**src/rtl/decode_sequencer_if.sv**
```systemverilog
// decode_sequencer_if: fetch, redirect and decode handshake bundle for decode_sequencer
// Fetch side:    imem_req/imem_addr out, imem_ack/imem_rdata in.
// Redirect side: redirect_valid/redirect_pc in.
// Decode side:   dec_valid, decoded fields and dec_pc out; dec_ready in.
// Status:        start in; halted and retired out.
interface decode_sequencer_if #(parameter int PC_W = 16);
    logic            start;
    logic            imem_req;
    logic [PC_W-1:0] imem_addr;
    logic            imem_ack;
    logic [31:0]     imem_rdata;
    logic            redirect_valid;
    logic [PC_W-1:0] redirect_pc;
    logic            dec_valid;
    logic            dec_ready;
    logic [1:0]      bc;
    logic            ct;
    logic [4:0]      opcode;
    logic [4:0]      rd;
    logic [4:0]      rs1;
    logic [4:0]      rs2;
    logic [13:0]     immediate;
    logic [18:0]     jump_immediate;
    logic [23:0]     system_op;
    logic [PC_W-1:0] dec_pc;
    logic            halted;
    logic [15:0]     retired;
    modport slave (
        input  start, imem_ack, imem_rdata, redirect_valid, redirect_pc, dec_ready,
        output imem_req, imem_addr, dec_valid, bc, ct, opcode, rd, rs1, rs2,
               immediate, jump_immediate, system_op, dec_pc, halted, retired
    );
    modport master (
        output start, imem_ack, imem_rdata, redirect_valid, redirect_pc, dec_ready,
        input  imem_req, imem_addr, dec_valid, bc, ct, opcode, rd, rs1, rs2,
               immediate, jump_immediate, system_op, dec_pc, halted, retired
    );
endinterface

```
**src/rtl/decode_sequencer.sv**
```systemverilog
// decode_sequencer: fetches instruction words, presents decoded fields and sequences the PC
// Ports: clk, rst_n (async active-low) and bus (decode_sequencer_if slave modport)
// carrying fetch request/ack, redirect, decoded-instruction handshake and status.
module decode_sequencer #(
    parameter int              PC_W     = 16,
    parameter logic [PC_W-1:0] RESET_PC = '0
) (
    input  logic                clk,
    input  logic                rst_n,
    decode_sequencer_if.slave   bus
);
    typedef enum logic [1:0] {IDLE, FETCH, ISSUE, HALT} state_t;
    state_t          state_q, state_d;
    logic [PC_W-1:0] pc_q, pc_d, dec_pc_q, dec_pc_d;
    logic [31:0]     ir_q, ir_d;
    logic [15:0]     retired_q, retired_d;
    logic            is_jump, is_halt;
    logic [PC_W-1:0] jump_off;
    assign is_jump  = ir_q[31:30] == 2'b11;
    assign is_halt  = ir_q[31:30] == 2'b00 && ir_q[28:24] == 5'b11111;
    // Sign-extend from bit 18, then fit to PC_W so the add wraps naturally.
    assign jump_off = PC_W'(signed'(ir_q[18:0]));
    always_comb begin
        state_d   = state_q;
        pc_d      = pc_q;
        ir_d      = ir_q;
        dec_pc_d  = dec_pc_q;
        retired_d = retired_q;
        if (state_q == IDLE) begin
            if (bus.redirect_valid) pc_d = bus.redirect_pc;
            else if (bus.start) state_d = FETCH;
        end else if (bus.redirect_valid) begin
            // Redirect wins over ack, accept and start alike; in-flight data is dropped.
            pc_d    = bus.redirect_pc;
            state_d = FETCH;
        end else if (state_q == FETCH) begin
            if (bus.imem_ack) begin
                ir_d     = bus.imem_rdata;
                dec_pc_d = pc_q;
                state_d  = ISSUE;
            end
        end else if (state_q == ISSUE) begin
            if (bus.dec_ready) begin
                retired_d = retired_q + 16'd1;
                pc_d      = is_jump ? pc_q + jump_off : pc_q + PC_W'(1);
                state_d   = is_halt ? HALT : FETCH;
            end
        end else if (bus.start) begin
            state_d = FETCH;
        end
    end
    always_ff @(posedge clk or negedge rst_n) begin
        if (!rst_n) begin
            state_q   <= IDLE;
            pc_q      <= RESET_PC;
            ir_q      <= '0;
            dec_pc_q  <= '0;
            retired_q <= '0;
        end else begin
            state_q   <= state_d;
            pc_q      <= pc_d;
            ir_q      <= ir_d;
            dec_pc_q  <= dec_pc_d;
            retired_q <= retired_d;
        end
    end
    assign bus.imem_req       = state_q == FETCH;
    assign bus.imem_addr      = pc_q;
    assign bus.dec_valid      = state_q == ISSUE;
    assign bus.halted         = state_q == HALT;
    assign bus.retired        = retired_q;
    assign bus.dec_pc         = dec_pc_q;
    assign bus.bc             = ir_q[31:30];
    assign bus.ct             = ir_q[29];
    assign bus.opcode         = ir_q[28:24];
    assign bus.rd             = ir_q[23:19];
    assign bus.rs1            = ir_q[18:14];
    assign bus.rs2            = ir_q[13:9];
    assign bus.immediate      = ir_q[13:0];
    assign bus.jump_immediate = ir_q[18:0];
    assign bus.system_op      = ir_q[23:0];
endmodule

```
**src/flat_wrapper.sv**
```systemverilog
// flat-port wrapper written by rule: the top's interface ports become plain ports
module decode_sequencer_flat 
#(
    parameter int              PC_W     = 16,
    parameter logic [PC_W-1:0] RESET_PC = '0
)
  (clk, rst_n, bus_start, bus_imem_ack, bus_imem_rdata, bus_redirect_valid, bus_redirect_pc, bus_dec_ready, bus_imem_req, bus_imem_addr, bus_dec_valid, bus_bc, bus_ct, bus_opcode, bus_rd, bus_rs1, bus_rs2, bus_immediate, bus_jump_immediate, bus_system_op, bus_dec_pc, bus_halted, bus_retired);
  decode_sequencer_if #(.PC_W(PC_W)) bus_i ();
  input  logic clk;
  input  logic rst_n;
  input wire logic [$bits(bus_i.start)-1:0] bus_start;
  input wire logic [$bits(bus_i.imem_ack)-1:0] bus_imem_ack;
  input wire logic [$bits(bus_i.imem_rdata)-1:0] bus_imem_rdata;
  input wire logic [$bits(bus_i.redirect_valid)-1:0] bus_redirect_valid;
  input wire logic [$bits(bus_i.redirect_pc)-1:0] bus_redirect_pc;
  input wire logic [$bits(bus_i.dec_ready)-1:0] bus_dec_ready;
  output wire logic [$bits(bus_i.imem_req)-1:0] bus_imem_req;
  output wire logic [$bits(bus_i.imem_addr)-1:0] bus_imem_addr;
  output wire logic [$bits(bus_i.dec_valid)-1:0] bus_dec_valid;
  output wire logic [$bits(bus_i.bc)-1:0] bus_bc;
  output wire logic [$bits(bus_i.ct)-1:0] bus_ct;
  output wire logic [$bits(bus_i.opcode)-1:0] bus_opcode;
  output wire logic [$bits(bus_i.rd)-1:0] bus_rd;
  output wire logic [$bits(bus_i.rs1)-1:0] bus_rs1;
  output wire logic [$bits(bus_i.rs2)-1:0] bus_rs2;
  output wire logic [$bits(bus_i.immediate)-1:0] bus_immediate;
  output wire logic [$bits(bus_i.jump_immediate)-1:0] bus_jump_immediate;
  output wire logic [$bits(bus_i.system_op)-1:0] bus_system_op;
  output wire logic [$bits(bus_i.dec_pc)-1:0] bus_dec_pc;
  output wire logic [$bits(bus_i.halted)-1:0] bus_halted;
  output wire logic [$bits(bus_i.retired)-1:0] bus_retired;
  assign bus_i.start = bus_start;
  assign bus_i.imem_ack = bus_imem_ack;
  assign bus_i.imem_rdata = bus_imem_rdata;
  assign bus_i.redirect_valid = bus_redirect_valid;
  assign bus_i.redirect_pc = bus_redirect_pc;
  assign bus_i.dec_ready = bus_dec_ready;
  assign bus_imem_req = bus_i.imem_req;
  assign bus_imem_addr = bus_i.imem_addr;
  assign bus_dec_valid = bus_i.dec_valid;
  assign bus_bc = bus_i.bc;
  assign bus_ct = bus_i.ct;
  assign bus_opcode = bus_i.opcode;
  assign bus_rd = bus_i.rd;
  assign bus_rs1 = bus_i.rs1;
  assign bus_rs2 = bus_i.rs2;
  assign bus_immediate = bus_i.immediate;
  assign bus_jump_immediate = bus_i.jump_immediate;
  assign bus_system_op = bus_i.system_op;
  assign bus_dec_pc = bus_i.dec_pc;
  assign bus_halted = bus_i.halted;
  assign bus_retired = bus_i.retired;
  decode_sequencer #(.PC_W(PC_W), .RESET_PC(RESET_PC)) u_core (.clk(clk), .rst_n(rst_n), .bus(bus_i));
endmodule
```
**config.mk**
```make
export PLATFORM = sky130hd
export DESIGN_NAME = decode_sequencer_flat
export DESIGN_NICKNAME = d
export VERILOG_FILES = /design/src/rtl/decode_sequencer_if.sv /design/src/rtl/decode_sequencer.sv /design/src/flat_wrapper.sv
export SDC_FILE = /design/constraint.sdc
export NUM_CORES = 1
export LEC_CHECK = 0
export BUFFER_PORTS_ARGS = -buffer_cell sky130_fd_sc_hd__buf_2
export CORE_MARGIN = 4
export CORE_UTILIZATION = 50
export CTS_BUF_LIST = sky130_fd_sc_hd__clkbuf_4
export CTS_CLUSTER_DIAMETER = 120
export DETAILED_ROUTE_END_ITERATION = 10
export GPL_TIMING_DRIVEN = 0
export PLACE_DENSITY = 0.82
export RECOVER_POWER = 50
export SETUP_SLACK_MARGIN = 0.1
export SLEW_MARGIN = 0
export SYNTH_ARGS = -nofsm -noshare
export SYNTH_HDL_FRONTEND = slang
export SYNTH_SLANG_ARGS = --single-unit
```
**constraint.sdc**
```tcl
create_clock -name clk -period 3.3 [get_ports clk]
set_input_delay 0.66 -clock clk [delete_from_list [all_inputs] [get_ports clk]]
set_output_delay 0.66 -clock clk [all_outputs]
set_load 0.02 [all_outputs]
```
==> reports/results.ini <==
[worst_setup_path]
end_kind=flip-flop
reg2reg_to=u_core.bus.imem_addr[14]
crit_slowest_cell=dfrtp_2
critical_path.max_fanout=10
r2r-start=u_core.ir_q[30]
r2r_cells=10
path_cells=clkbuf_2, nand3b_1, ha_1, fa_1, a211oi_2, o21ai_1, a221oi_1, o21ai_1, mux2i_1, a221o_1
critical_path_depth=10
worstSetupStartpointType=flip-flop
worst-setup-path-type=reg -> reg
path_buf_inv=1
r2r_slack_ns=0.33
crit_family=compound AO/OA/AOI/OAI gates
crit_arrival_ns=3.28
cpMostUsedCell=o21ai_1
required_ns=3.61
max_stage_delay_ns=0.49

[global_routing]
busiest_layer=met2
grt_pass1_vias=3936
grt_use_total=0.222
grt_max_degree=46
grtUsageMet2=0.385
grt_overflow=0
use_met3=0.0423
antenna_found_initial=0
grt_util_met1=0.281
grt_pass1_wl_mm=19.5

[floorplan]
die_w_um=104
core_area_um2=8810
ioPinCount=185
floorplan.rows=34
dieArea_um2=10700
die_h_um=104
initial_core_util=0.518

[hold_path]
holdPathStages=3
whs_endpoint=u_core.bus.imem_addr[7]
hp-class=in -> reg
holdCritStartpoint=bus_redirect_pc[7]

[routing]
drc=0
vias=3699
drtIter0Drc=166
routed_wl_mm=11.6
vias_per_cell=5.12
drt-pass1-iter-count=4
routedWlPerCell_um=16.1
drt.antenna.violating_nets=0

[finish]
diodes=0
drive_above_1_share=0.428
final_nets=681
area_growth_pct=24.6
utilization=0.645

[yosys]
synth_top_area_frac=0.450
synth_edf_count=0
yosysWarnings=0
yosys.cell_count.top_type=dfrtp_1
synth_mux_area_frac=0.134
synth_top_family_by_area=multiplexers
synthAdderAreaFrac=0.0483
ys_seq_elements=82
async_flop_share=1.00
synth_compound_area_frac=0.0886
avgSynthCellArea_um2=11.0
synth_area_leaders=dfrtp_1 45%, mux2_2 12%, buf_4 8.1%, ha_1 4.4%, xnor2_1 4.0%
synth-simple-area-share=0.130
synth_area_um2=4560
synth_nets=486
synth_area_leader_cell=dfrtp_1
synthCells=415
synth_cell_types=52
ys_seq_area_frac=0.450
yosys-top-cells-count=82 x dfrtp_1, 49 x buf_4, 47 x mux2_2, 36 x nand2_1, 21 x xnor2_1
synth_top_flop_cell=dfrtp_1
synth_xor_area_frac=0.0518

[power]
seqPwrFrac=0.318
switching_share=0.456
clkPwrFrac=0.108
comb_power_share=0.574
vdd_ir_drop_max_v=0.000559
p_int_mw=2.90
power.leakage_nw=2.80
power_density_nw_per_um2=937
p_switching_mw=2.43

[placement]
routabilityCongestion=0.890
io_buffers=183
dp_slack_ns=0.146
dp_hpwl_mm=9.19

[clocking]
cts-root-buf=clkbuf_4
cts.clk_slew.worst_paths_ns=0.13
cts_buffers=9
cts.htree.levels=3
cts_tree=done
cts_setup_buffers=0
clockBufferDepth=2
clk_latency_ns=0.42
cts.sinks=82

[sta]
rsz0062_at_grt=no
final.setup_skew_ns=0.0153
period_needed_ns=2.97
hold_viol_final=0
worstMarginPinSlew_ns=2.15
setup_viol=0
slew_viol_final=38
tns_ns=0
hold_slack_ns=0.443
fin_crit_sh=0.900
slew_headroom=-0.437
finalWorstSetupSlack_ns=0.329
max_freq_ghz=0.337

[status]
status=finished with violations
violations=max-capacitance violations, max-slew violations

[job]
cap_violations=1

state kept, by name (all words and copies together) (netlist names):
name                  cells
u_core.state_q            2
u_core.ir_q              32
u_core.bus.dec_pc        16
u_core.bus.retired       16
u_core.bus.imem_addr     16
through the flow:
step           cells  area, um2  total power, mW
2_1_floorplan    415       4560             3.86
3_3_place_gp     706       5610             4.74
3_5_place_dp     707       5640             4.84
4_1_cts          722       5770             5.44
5_1_grt          722       5680             5.69
6_report         722       5680             5.33
power groups by stage:
stage / combinational, mW / sequential (mW) / clock, mW
CTS: 3.15 / 1.69 / 0.599
global placement: 3.06 / 1.68 / 0
floorplan: 1.79 / 2.06 / 0
global route: 3.29 / 1.77 / 0.640
detailed placement: 3.13 / 1.71 / 0
finish: 3.06 / 1.69 / 0.573
layer usage:
metal | wire [um] | vias to the layer above
li1 | - | 1806
met1 | 4860 | 1755
met2 | 5930 | 122
met3 | 648 | 16
met4 | 205 | 0
met5 | 0 | -
tightest hold or removal path: stages:
cell     delay, ns
buf_2         0.08
nand2_1       0.04
o21ai_0       0.06
cells by family (layout without fill, tap and decap cells):
kind of cell / count (synthesis) / count (layout)
simple gates: 107 / 107
flops: 82 / 82
buf+inv: 65 / 264
compound gates: 62 / 62
mux: 55 / 55
xor+xnor: 27 / 27
fa+ha+maj: 17 / 17
how the worst max path moves through the flow:
| stage | start | to |
|---|---|---|
| global route | u_core.ir_q[30] | u_core.bus.imem_addr[14] |
| global placement | u_core.ir_q[30] | u_core.bus.imem_addr[14] |
| floorplan | u_core.ir_q[30] | u_core.bus.imem_addr[14] |
| finish | u_core.ir_q[30] | u_core.bus.imem_addr[14] |
| detailed placement | u_core.ir_q[30] | u_core.bus.imem_addr[14] |
| CTS | u_core.ir_q[31] | u_core.bus.imem_addr[14] |
repair_timing:
item	in CTS	in global routing
hold buffers	0	0
endpoints found under the setup margin	1	2
gates resized for setup	1	4
cells in the final DEF (no fill, tap or decap), drive strengths merged, types with 4 or more instances in the layout:
cell    instances
nand2          36
ha             16
nor2           14
mux2i           7
and3           16
nand4           6
nand3          15
dfrtp          82
mux2           48
o21ai          19
buf           187
xor2            6
clkbuf         67
o221ai          4
inv             6
xnor2          21
a21oi          19
area by class of cell:
class / instances / area, um2
plain buffers: 60 / 427
clock buffers: 10 / 75.1
clock inverters: 5 / 55.1
fillers: 765 / 3120
inverters: 5 / 18.8
multi-input cells: 268 / 2040
flip-flops and latches: 82 / 2050
well taps: 108 / 135
repair buffers: 184 / 881
Note: power is estimated with default switching activity, not from simulation.
